**config.mk**
```make
export PLATFORM = sky130hd
export DESIGN_NAME = branch_rs
export DESIGN_NICKNAME = d
export VERILOG_FILES = /design/src/rtl/branch_rs.sv
export SDC_FILE = /design/constraint.sdc
export NUM_CORES = 1
export LEC_CHECK = 0
export ABC_CLOCK_PERIOD_IN_PS = 6950
export BUFFER_PORTS_ARGS = -buffer_cell sky130_fd_sc_hd__buf_4
export CAP_MARGIN = 20
export CORE_MARGIN = 4
export CORE_UTILIZATION = 65
export DETAILED_ROUTE_END_ITERATION = 7
export PLACE_DENSITY_LB_ADDON = 0.05
export SKIP_LAST_GASP = 1
export SLEW_MARGIN = 20
export SYNTH_ARGS = -nofsm -noshare
export SYNTH_HDL_FRONTEND = slang
export SYNTH_SLANG_ARGS = --single-unit
```
**constraint.sdc**
```tcl
create_clock -name clk -period 6.95 [get_ports clk]
set_input_delay 1.39 -clock clk [delete_from_list [all_inputs] [get_ports clk]]
set_output_delay 1.39 -clock clk [all_outputs]
set_load 0.005 [all_outputs]
```
**src/rtl/branch_rs.sv**
```systemverilog
// branch_rs: reservation station for conditional branches.
// Compacting age-ordered queue with CDB wakeup and oldest-first issue.
module branch_rs #(
  parameter int DEPTH = 4
) (
  input  logic        clk,
  input  logic        reset,
  input  logic        flush,
  input  logic        disp_valid,
  output logic        disp_ready,
  input  logic [3:0]  disp_opcode,
  input  logic [3:0]  disp_rob_index,
  input  logic        disp_t_ready,
  input  logic [3:0]  disp_t_tag,
  input  logic [15:0] disp_t_value,
  input  logic        disp_a_ready,
  input  logic [3:0]  disp_a_tag,
  input  logic [15:0] disp_a_value,
  input  logic        cdb_valid,
  input  logic [3:0]  cdb_tag,
  input  logic [15:0] cdb_value,
  output logic        issue_valid,
  output logic [3:0]  issue_opcode,
  output logic [3:0]  issue_rob_index,
  output logic [15:0] issue_vt,
  output logic [15:0] issue_va
);

  localparam int CW = $clog2(DEPTH + 1);

  typedef struct packed {
    logic [3:0]  op;
    logic [3:0]  rob;
    logic        t_rdy;
    logic [3:0]  t_tag;
    logic [15:0] t_val;
    logic        a_rdy;
    logic [3:0]  a_tag;
    logic [15:0] a_val;
  } ent_t;

  ent_t ent_q [DEPTH];
  ent_t ent_d [DEPTH];
  ent_t ent_x [DEPTH+1];
  ent_t new_e;
  ent_t sel_e;

  logic [CW-1:0]    count_q;
  logic [CW-1:0]    count_d;
  logic [CW-1:0]    wr_idx;
  logic [DEPTH-1:0] elig;
  logic [DEPTH-1:0] sel_oh;
  logic [DEPTH-1:0] shift;
  logic             issued;
  logic             accept;
  logic             t_hit;
  logic             a_hit;

  assign disp_ready = (count_q != CW'(DEPTH));

  // Oldest eligible entry; shift marks the selected slot and all above it.
  always_comb begin
    elig   = '0;
    sel_oh = '0;
    shift  = '0;
    issued = 1'b0;
    for (int i = 0; i < DEPTH; i++) begin
      elig[i] = (CW'(i) < count_q) &&
                ent_q[i].t_rdy && ent_q[i].a_rdy;
      if (elig[i] && !issued) begin
        sel_oh[i] = 1'b1;
        issued    = 1'b1;
      end
      shift[i] = issued;
    end
  end

  // Issue mux from registered state only; zero when nothing is selected.
  always_comb begin
    sel_e = '0;
    for (int i = 0; i < DEPTH; i++) begin
      if (sel_oh[i]) sel_e = sel_e | ent_q[i];
    end
  end

  assign issue_valid     = issued;
  assign issue_opcode    = sel_e.op;
  assign issue_rob_index = sel_e.rob;
  assign issue_vt        = sel_e.t_val;
  assign issue_va        = sel_e.a_val;

  // Incoming entry, with same-cycle CDB bypass for pending operands.
  always_comb begin
    t_hit = !disp_t_ready && cdb_valid &&
            (cdb_tag == disp_t_tag);
    a_hit = !disp_a_ready && cdb_valid &&
            (cdb_tag == disp_a_tag);
    new_e.op    = disp_opcode;
    new_e.rob   = disp_rob_index;
    new_e.t_rdy = disp_t_ready || t_hit;
    new_e.t_tag = disp_t_tag;
    new_e.t_val = t_hit ? cdb_value : disp_t_value;
    new_e.a_rdy = disp_a_ready || a_hit;
    new_e.a_tag = disp_a_tag;
    new_e.a_val = a_hit ? cdb_value : disp_a_value;
  end

  // Next state: compact out the issued slot, capture CDB, append dispatch.
  always_comb begin
    accept  = disp_valid && disp_ready && !flush;
    wr_idx  = count_q - CW'(issued);
    count_d = wr_idx + CW'(accept);
    for (int i = 0; i < DEPTH; i++) ent_x[i] = ent_q[i];
    ent_x[DEPTH] = '0;
    for (int i = 0; i < DEPTH; i++) begin
      ent_d[i] = shift[i] ? ent_x[i+1] : ent_x[i];
      if (cdb_valid && !ent_d[i].t_rdy &&
          ent_d[i].t_tag == cdb_tag) begin
        ent_d[i].t_rdy = 1'b1;
        ent_d[i].t_val = cdb_value;
      end
      if (cdb_valid && !ent_d[i].a_rdy &&
          ent_d[i].a_tag == cdb_tag) begin
        ent_d[i].a_rdy = 1'b1;
        ent_d[i].a_val = cdb_value;
      end
      if (accept && CW'(i) == wr_idx) ent_d[i] = new_e;
    end
    if (flush) count_d = '0;
  end

  // State register with synchronous reset.
  always_ff @(posedge clk) begin
    if (reset) begin
      count_q <= '0;
      for (int i = 0; i < DEPTH; i++) ent_q[i] <= '0;
    end else begin
      count_q <= count_d;
      for (int i = 0; i < DEPTH; i++) ent_q[i] <= ent_d[i];
    end
  end

endmodule

```
==> impl_metrics.ini <==
[sta]
setup_tns_ps = 0
finalClockSkew_ps = 14.2
final.setup.worst_slack_ps = 2110
worst_slew_pin_slew_ps = 1180
max_freq_mhz = 207
rsz0062_at_grt = no
slew-limit-headroom = 0.214
finalHoldViolations = 0
period_needed_ps = 4840
drv_slew = 0
setup_viol = 0
finalCritPeriodShare = 0.696

[drt]
ant_nets = 0
post_drt_wl_per_cell_um = 24.1
drtPass1Iterations = 8
vias = 13200
drc = 8
wl_um = 43700
via_per_inst = 7.31
drt_iter0_markers = 1777

[floorplan]
design.die.area_um2 = 21400
die_h_um = 146
start_util = 0.663
ios = 117
core_um2 = 18800
die_w_um = 146
num_rows = 50

[logic_synthesis]
synth_area_um2 = 12400
yosysSeqAreaShare = 0.327
avgSynthCellArea_um2 = 8.02
syn_inst = 1551
yosysUniqueCellTypes = 72
synth-seq-cells = 203
ys.flop_type = dfxtp_1
async_reset_ff_frac = 0
synth_edf_count = 0
yosys_warnings = 0
synth_nets = 1629

[worst_setup_path]
crit_path_end_kind = output port
crit_fanout = 82
start_kind = register
criticalPathCategory = register to output port
crit_required_ps = 5560
crit_arrival_ps = 3450

[final_layout]
mostFrequentLayoutCells = 203 x dfxtp_1, 173 x nand2_1, 147 x buf_4
n_antenna_cell = 0
seqCellArea_um2 = 4060
nFillCells = 1472
syn2layout_area_growth_pct = 12.3
drive_above_1_share = 0.153
final_nets = 1638
multi_input_area_um2 = 7620
final_common_cell = dfxtp_1

[grt]
busiest_layer = met2
grt_pass1_vias = 12300
grt_first_pass_wirelength_um = 68100
grt_max_degree = 97
use_met3 = 0.0860
track_usage = 0.386
grt_antenna_before_repair = 0
met1_usage = 0.535
overflow = 0
met2_usage = 0.586

[placed_design]
dp_hpwl_um = 27200
place_ws_ps = 2470
port_buffers = 116
gp_congestion = 0.942

[cts]
cts.sinks = 203
htreeDepth = 1
cts-resized-gates = 0
clock_latency_ps = 520
hold_buffers = 0
clock_path_buffers = 3
clk_pin_slew_ps = 60
cts_tree = yes
cts-root-buf = clkbuf_16
post_cts_buffers = 0
cts_buffers = 23

[status]
outcome = finished, violations left
violations = design-rule violations

[power_and_ir_drop]
leakage_nw = 5.47
powerDensity_nw_per_um2 = 197
ir_worst_vdd_mv = 0.165

[worst_hold_path]
hp-class = register to register

[run]
drv_cap = 0
## worst max-delay path, cell delays in order, from the launching register on
cell and delay [ps]:
dfxtp_1 710, o311a_4 960, buf_4 620, a21oi_1 90, a221o_1 340, buf_4 160
## cell type report
class                   count  area share
inverters                  30     0.00806
flip-flops and latches    203       0.291
clock inverters             6     0.00394
multi-input cells        1154       0.546
repair buffers            148      0.0810
well taps                 234      0.0210
clock buffers              34      0.0492
## routing by layer
layer / part of all wire / routed length [um]
met5: 0 / 0
met4: 0.038 / 1660
met3: 0.14 / 6190
met2: 0.44 / 19200
met1: 0.38 / 16600
## report_power, final
part	internal, mW	total (mW)	switching, mW	leakage (nW)
sequential	1.20	1.22	0.0257	1.65
clock	0.716	1.22	0.501	0.372
combinational	0.115	0.312	0.197	3.45
total	2.03	2.75	0.724	5.47
## state kept, by name (all words and copies together) (netlist names)
signal / cells
ent_q: 200
count_q: 3
## cells in the mapped netlist (10+ instances only)
cell type | count | area, um^2
o2111a_1 | 16 | 180
nand2b_1 | 42 | 263
o221a_2 | 15 | 169
a32o_1 | 31 | 310
nor3_1 | 24 | 120
or3_1 | 17 | 106
o21ai_0 | 26 | 130
mux2_2 | 15 | 169
dfxtp_1 | 203 | 4060
nand2_1 | 174 | 653
xnor2_1 | 27 | 236
a21o_1 | 10 | 75.1
a211oi_1 | 41 | 308
a31oi_1 | 27 | 169
buf_2 | 25 | 125
a311oi_1 | 32 | 280
a21oi_1 | 117 | 586
a221oi_1 | 37 | 324
mux2i_1 | 86 | 861
nand3_1 | 108 | 541
inv_1 | 29 | 109
o22ai_1 | 11 | 68.8
and3_1 | 23 | 144
buf_1 | 13 | 48.8
o221ai_1 | 10 | 87.6
nor2b_1 | 12 | 75.1
nor2_1 | 123 | 462
clkbuf_1 | 114 | 428
a221o_1 | 50 | 500
## through the flow
| step | cells | power, mW | util | area, um^2 | hold WS, ps |
|---|---|---|---|---|---|
| finish | 1809 | 2.75 | 0.744 | 14000 | 487 |
| global route | 1809 | 2.81 | 0.744 | 14000 | 499 |
| CTS | 1808 | 2.73 | 0.744 | 14000 | 487 |
| detailed placement | 1768 | 1.55 | 0.704 | 13200 | 475 |
| global placement | 1767 | 1.54 | 0.702 | 13200 | 470 |
| floorplan | 1551 | 1.43 | - | 12400 | 455 |
## kinds of logic (layout without fill, tap and decap cells)
family                   after synthesis  in the layout  share of synthesized area
adder cells (fa/ha/maj)                3              3                    0.00302
XOR/XNOR                              31             31                     0.0218
buffers and inverters                194            218                     0.0662
AND/OR/NAND/NOR                      553            553                      0.210
multiplexers                         102            102                     0.0839
flip-flops                           203            203                      0.327
AO/OA/AOI/OAI                        465            465                      0.288
## path summary, 6_finish.rpt
path | start | endpoint | slack, ps | cells after the start
setup / recovery | count_q[2] | issue_va[10] | 2110 | 5
hold / removal | ent_q[0][46] | ent_q[0][46] | 490 | 2
setup reg to reg | count_q[2] | ent_q[3][7] | 2320 | 13
hold reg to reg | ent_q[0][46] | ent_q[0][46] | 490 | 2
Note: power is estimated with default switching activity, not from simulation.
